==> config.mk <==
export PLATFORM = sky130hd
export DESIGN_NAME = vga_timing_gen
export DESIGN_NICKNAME = d
export VERILOG_FILES = /design/src/rtl/vga_timing_gen.sv
export SDC_FILE = /design/constraint.sdc
export NUM_CORES = 1
export LEC_CHECK = 0
export ABC_AREA = 1
export ABC_CLOCK_PERIOD_IN_PS = 2000
export CORE_MARGIN = 1.5
export CORE_UTILIZATION = 50
export DETAILED_ROUTE_END_ITERATION = 8
export PLACE_DENSITY = 0.75
export SLEW_MARGIN = 10
export SYNTH_ARGS = -nofsm -noshare
export SYNTH_HDL_FRONTEND = slang
export SYNTH_SLANG_ARGS = --single-unit
==> constraint.sdc <==
create_clock -name Master_Clock_In -period 2 [get_ports Master_Clock_In]
set_input_delay 0.4 -clock Master_Clock_In [delete_from_list [all_inputs] [get_ports Master_Clock_In]]
set_output_delay 0.4 -clock Master_Clock_In [all_outputs]
set_load 0.1 [all_outputs]
==> src/rtl/vga_timing_gen.sv <==
// Parametrised VGA raster timing generator: registered sync, enable, position and strobes.
// Optional VGA_TIMING_LOOKAHEAD_EN adds Next_Col/Next_Row/Next_Ena for one-tick-ahead fetch.
module vga_timing_gen #(
  parameter int H_ACTIVE = 640,
  parameter int H_FP     = 16,
  parameter int H_SYNC   = 96,
  parameter int H_BP     = 48,
  parameter int V_ACTIVE = 480,
  parameter int V_FP     = 10,
  parameter int V_SYNC   = 2,
  parameter int V_BP     = 33,
  parameter bit H_POL    = 1'b0,
  parameter bit V_POL    = 1'b0,
  parameter int CLK_DIV  = 1,
  parameter int CNT_W    = 11
) (
  input  logic             Master_Clock_In,
  input  logic             Reset_In,
  output logic             Sync_Horiz_Out,
  output logic             Sync_Vert_Out,
  output logic             Disp_Ena_Out,
  output logic [CNT_W-1:0] Val_Col_Out,
  output logic [CNT_W-1:0] Val_Row_Out,
  output logic             Line_Start_Out,
  output logic             Frame_Start_Out,
  output logic             Pix_Tick_Out
`ifdef VGA_TIMING_LOOKAHEAD_EN
  ,
  output logic [CNT_W-1:0] Next_Col_Out,
  output logic [CNT_W-1:0] Next_Row_Out,
  output logic             Next_Ena_Out
`endif
);

  localparam int H_TOTAL = H_ACTIVE + H_FP + H_SYNC + H_BP;
  localparam int V_TOTAL = V_ACTIVE + V_FP + V_SYNC + V_BP;
  localparam int DIV_W   = (CLK_DIV > 1) ? $clog2(CLK_DIV) : 1;

  localparam logic [DIV_W-1:0] DIV_LAST = DIV_W'(CLK_DIV - 1);
  localparam logic [CNT_W-1:0] H_LAST   = CNT_W'(H_TOTAL - 1);
  localparam logic [CNT_W-1:0] V_LAST   = CNT_W'(V_TOTAL - 1);

  generate
    if (CLK_DIV < 1 || (H_TOTAL - 1) >= (1 << CNT_W) || (V_TOTAL - 1) >= (1 << CNT_W)) begin : g_bad_cfg
      $error("vga_timing_gen: CLK_DIV must be >= 1 and CNT_W must hold H_TOTAL-1 and V_TOTAL-1");
    end
  endgenerate

  logic [DIV_W-1:0] div_cnt;
  logic [CNT_W-1:0] h_cnt, v_cnt;
  logic [CNT_W-1:0] h_nxt, v_nxt;
  logic             tick;
  logic             h_vis, v_vis, h_sync, v_sync;

  // Compare in int so region ends equal to 2**CNT_W cannot overflow the counter width.
  function automatic logic in_range(input logic [CNT_W-1:0] p, input int lo, input int len);
    return (int'(p) >= lo) && (int'(p) < lo + len);
  endfunction

  always_comb begin
    tick   = (div_cnt == DIV_LAST);
    h_vis  = in_range(h_cnt, 0, H_ACTIVE);
    v_vis  = in_range(v_cnt, 0, V_ACTIVE);
    h_sync = in_range(h_cnt, H_ACTIVE + H_FP, H_SYNC);
    v_sync = in_range(v_cnt, V_ACTIVE + V_FP, V_SYNC);
    h_nxt  = h_cnt + CNT_W'(1);
    v_nxt  = v_cnt;
    if (h_cnt == H_LAST) begin
      h_nxt = '0;
      v_nxt = (v_cnt == V_LAST) ? '0 : v_cnt + CNT_W'(1);
    end
  end

  always_ff @(posedge Master_Clock_In) begin
    if (Reset_In) begin
      div_cnt         <= '0;
      h_cnt           <= '0;
      v_cnt           <= '0;
      Sync_Horiz_Out  <= ~H_POL;
      Sync_Vert_Out   <= ~V_POL;
      Disp_Ena_Out    <= 1'b0;
      Val_Col_Out     <= '0;
      Val_Row_Out     <= '0;
      Line_Start_Out  <= 1'b0;
      Frame_Start_Out <= 1'b0;
      Pix_Tick_Out    <= 1'b0;
`ifdef VGA_TIMING_LOOKAHEAD_EN
      Next_Col_Out    <= '0;
      Next_Row_Out    <= '0;
      Next_Ena_Out    <= 1'b0;
`endif
    end else begin
      Pix_Tick_Out    <= 1'b0;
      Line_Start_Out  <= 1'b0;
      Frame_Start_Out <= 1'b0;
      if (tick) begin
        // Outputs present the pre-increment position; counters then advance.
        div_cnt         <= '0;
        Pix_Tick_Out    <= 1'b1;
        Line_Start_Out  <= (h_cnt == '0);
        Frame_Start_Out <= (h_cnt == '0) && (v_cnt == '0);
        Sync_Horiz_Out  <= h_sync ? H_POL : ~H_POL;
        Sync_Vert_Out   <= v_sync ? V_POL : ~V_POL;
        Disp_Ena_Out    <= h_vis && v_vis;
        Val_Col_Out     <= h_cnt;
        Val_Row_Out     <= v_cnt;
        h_cnt           <= h_nxt;
        v_cnt           <= v_nxt;
`ifdef VGA_TIMING_LOOKAHEAD_EN
        Next_Col_Out    <= h_nxt;
        Next_Row_Out    <= v_nxt;
        Next_Ena_Out    <= in_range(h_nxt, 0, H_ACTIVE) && in_range(v_nxt, 0, V_ACTIVE);
`endif
      end else begin
        div_cnt <= div_cnt + DIV_W'(1);
      end
    end
  end

endmodule

==> parameters.txt <==
Parameter                              Value

Clock tree
  Clock tree from TritonCTS ... yes
  Number of clock buffers inserted by TritonCTS ... 5
  Total of cells resized after clock tree synthesis ... 0
  Maximum level of the CTS H-tree ... 2
  Root Buffer Master ... sky130_fd_sc_hd__clkbuf_8
  Clock-pin slew reported for the worst setup and hold paths after clock tree synthesis ... roughly 90 ps
  Clock insertion delay at the later pin of the skew report ... 310 ps
  Setup Fix Bufs, Post-CTS ... 0
  Hold Buf Count CTS ... 0
  Deepest clock path buffer count ... 2
  Clock tree sinks ... 51

Critical path
  Startpoint of the most critical setup path ... Reset_In
  Worst R2R Path Depth ... 8
  Crit path capture type ... register
  Setup slack, reg-to-reg ... 510 ps
  RR Startpoint ... h_cnt[1]
  Critical path peak fanout ... 8
  Setup crit start kind ... input port
  Endpoint of the most critical register-to-register path ... v_cnt[0]
  Data arrival at the endpoint of the critical path ... 1750 ps
  Slowest stage cell on the critical path ... sky130_fd_sc_hd__clkdlybuf4s50_1
  Required time of the critical path ... 2230 ps
  Delay of the slowest critical-path stage ... 590 ps
  Series of cell instances along the critical path ... clkdlybuf4s50_1 -> nor2_4 -> inv_1 -> buf_4 -> o21ai_0
  Critical Setup Path Class ... input port to register
  CP endpoint ... Val_Row_Out[1]

STA
  Min cycle time layout ... about 1500 ps
  # setup viols final ... 0
  Fraction of the cycle the final worst path needs ... about three quarters
  Number of pins exceeding their max-slew limit in the final report ... 0
  Setup repair after global routing missed its margin ... no
  Hold slack final ... 456 ps
  Post-layout worst setup margin ... 477 ps
  Final-report hold violation count ... 0
  Sum of negative setup slack ... 0 ps
  Worst setup skew after layout ... 3.26 ps
  Highest clock rate ... 0.657 GHz

Placement
  Post-detail-place hpwl ... 3.92 mm
  Number of input and output port buffers inserted ... 29
  Number of cells after detailed placement ... 387
  Routability-driven placement congestion ratio ... 0.918
  Worst slack at placement ... between 100 and 150 ps
  Instance area after placement ... between 0.002 and 0.003 mm²

Global routing
  Number of global-route vias before repair ... ~1,900
  Global route total overflow ... 0
  Maximum number of pins on one net before global-route repair ... 16
  Initial antenna violation count ... 0
  First-pass GRT wire length ... 8.84 mm
  Global-route usage over all layers ... 21.9%

Logic synthesis
  Gate Count Post-Synth ... 308
  Count of state elements after synthesis ... 51
  Synthesized area divided by synthesized cell count ... 7.43 µm²
  Dominant combinational cell family by area after synthesis ... simple AND/OR/NAND/NOR gates
  Async SR Flop Fraction ... 0%
  Share of the synthesized area in compound gates (AO/OA/AOI/OAI) ... 9.57%
  Synth Warn # ... 0
  Most numerous cell in the Yosys netlist ... sky130_fd_sc_hd__nand2_1
  Number of enable flip-flop cells after synthesis ... 0
  Post-synthesis sequential area ratio ... approximately 45%
  Synthesized-area fraction occupied by xor and xnor cells ... 1.15%
  Top-area cell type share of the netlist area ... 44.6%
  Leading post-synthesis cells by instance count ... sky130_fd_sc_hd__nand2_1 (71), sky130_fd_sc_hd__dfxtp_1 (51), sky130_fd_sc_hd__nor2_1 (39)
  Post-synthesis cell area ... 0.00229 mm²
  Leading post-synthesis cells by cell area ... sky130_fd_sc_hd__dfxtp_1 (45%), sky130_fd_sc_hd__nand2_1 (12%), sky130_fd_sc_hd__nor2_1 (6.4%)
  Nets in the synthesized netlist ... roughly 310
  Number of distinct library cells after synthesis ... 29
  Library cell occupying the most area in the post-synthesis netlist ... sky130_fd_sc_hd__dfxtp_1
  Fraction of the mapped netlist area in simple logic gates ... around a third
  Leading register cell type out of synthesis ... sky130_fd_sc_hd__dfxtp_1
  Arithmetic-cell share of the synthesized area counting full adders, half adders and majority gates ... 2.19%
  Proportion of synthesized area in mux cells ... 0%

Drt
  Average via count per standard cell ... 5.11
  First-pass iteration count of the detailed router ... 4
  Post-route DRC ... 0
  Remaining number of nets flagged by the antenna check after routing ... 0
  Starting DRC count in detailed routing ... 195
  Final Routed Wirelength ... 5.16 mm
  Total number of vias ... 2,013
  Average wire per standard cell ... 13.1 µm

Finish
  Finished Layout Cells ... 394
  Share of the core filled with cells in the final layout ... 61.0%
  Layout area overhead ... 16.8%
  Share of final-layout standard cells stronger than drive strength 1 ... 18.7%
  Count of fill cells added during filler insertion ... 408
  Number of diodes added for antenna fixing ... 0
  Layout Cell Area excl Fill ... approximately 0.0027 mm²
  Total Nets Final ... 348

Floorplan
  Standard cell core area ... 0.00438 mm²
  Horizontal extent of the die ... ~70 µm
  Initial core utilization ... 52.2%
  Area enclosed by the die boundary ... 0.00499 mm²
  Placement Rows ... 24
  Die span in y ... 70.6 µm
  I/O Pins ... 30

Run
  Maximum Capacitance Violations ... 0

Power and ir drop
  Power consumption ... ~1.9 mW
  Worst vdd rail ir drop ... between 0.2 and 0.3 mV
  Cell leakage power ... roughly 1.2 nW
  Power density cells ... 702 mW/mm²

Worst hold path
  Class of the most critical hold timing path ... register to register

Run status
  Result of the run ... complete, no violations
==> sequential cells by signal (all words and copies together), names as in the netlist <==
signal and count:
Val_Col_Out 11, Line_Start_Out 1, Val_Row_Out 11, div_cnt 1
v_cnt 11, Pix_Tick_Out 1, Sync_Horiz_Out 1, Frame_Start_Out 1
Disp_Ena_Out 1, h_cnt 11, Sync_Vert_Out 1
==> cell usage in the layout (no fill, tap or decap) <==
master	netlist	routed
sky130_fd_sc_hd__a21oi_1	8	8
sky130_fd_sc_hd__a22o_1	1	1
sky130_fd_sc_hd__a41oi_1	2	2
sky130_fd_sc_hd__and3b_1	1	1
sky130_fd_sc_hd__buf_4	0	34
sky130_fd_sc_hd__bufinv_16	0	1
sky130_fd_sc_hd__clkbuf_8	0	5
sky130_fd_sc_hd__clkdlybuf4s50_1	0	1
sky130_fd_sc_hd__clkinvlp_4	0	1
sky130_fd_sc_hd__conb_1	1	1
sky130_fd_sc_hd__dfxtp_1	51	51
sky130_fd_sc_hd__ha_1	4	4
sky130_fd_sc_hd__inv_1	32	32
sky130_fd_sc_hd__inv_2	6	6
sky130_fd_sc_hd__nand2_1	71	71
sky130_fd_sc_hd__nand2_4	3	3
sky130_fd_sc_hd__nand3_1	16	16
sky130_fd_sc_hd__nand3_2	1	1
sky130_fd_sc_hd__nand3_4	1	1
sky130_fd_sc_hd__nand4_1	11	11
sky130_fd_sc_hd__nor2_1	39	39
sky130_fd_sc_hd__nor2_2	6	6
sky130_fd_sc_hd__nor2_4	3	3
sky130_fd_sc_hd__nor3_1	8	8
sky130_fd_sc_hd__nor3_2	3	3
sky130_fd_sc_hd__o21ai_0	22	22
sky130_fd_sc_hd__o21ai_1	4	4
sky130_fd_sc_hd__o21bai_1	2	2
sky130_fd_sc_hd__o31ai_1	1	1
sky130_fd_sc_hd__xor2_1	3	3
==> power breakdown <==
group / leakage (nW) / total, mW / internal, mW / switching [mW]
logic: 0.698 / 0.131 / 0.0313 / 0.0995
clock network: 0.0502 / 0.709 / 0.366 / 0.343
registers: 0.413 / 1.04 / 1.03 / 0.00964
==> kinds of logic (layout without fill, tap and decap cells) <==
kind of cell / after synthesis / after routing
simple gates: 163 / 163
flops: 51 / 51
buf+inv: 46 / 80
compound gates: 40 / 40
fa+ha+maj: 4 / 4
xor+xnor: 3 / 3
other cells: 1 / 1
==> layout make-up <==
class,instances,area (µm²),area share [%]
Clock buffer,5,68.8,2.57
Inverter,38,143,5.34
Multi-Input combinational cell,211,1070,40.1
Tap cell,52,65.1,2.43
Timing Repair Buffer,35,265,9.93
Sequential cell,51,1020,38.2
Clock inverter,2,37.5,1.40
==> how the worst min path moves through the flow <==
stage / startpoint / to / slack [ps] / cells after the start
after floorplan: v_cnt[9] / Val_Row_Out[9] / 480 / 2
after global placement: Val_Row_Out[9] / Val_Row_Out[9] / 430 / 2
after detailed placement: Val_Row_Out[9] / Val_Row_Out[9] / 440 / 2
after CTS: Val_Row_Out[9] / Val_Row_Out[9] / 460 / 2
after global routing: Val_Row_Out[7] / Val_Row_Out[7] / 480 / 2
final: Val_Row_Out[9] / Val_Row_Out[9] / 460 / 2
==> worst max-delay path, delay by kind of cell <==
kind / cells / cell delay, ps
buffers and inverters: 3 / 940
AOI/OAI and AO/OA: 1 / 160
and+or+nand+nor: 1 / 250
==> routing by layer <==
metal	GRT usage [%]	vias up	part of all wire [%]
li1	-	1053	-
met1	31.3	898	49
met2	33.2	54	44
met3	3.56	8	5.9
met4	9.01	0	1.6
met5	0	-	0
(Power assumes the default switching activity.)
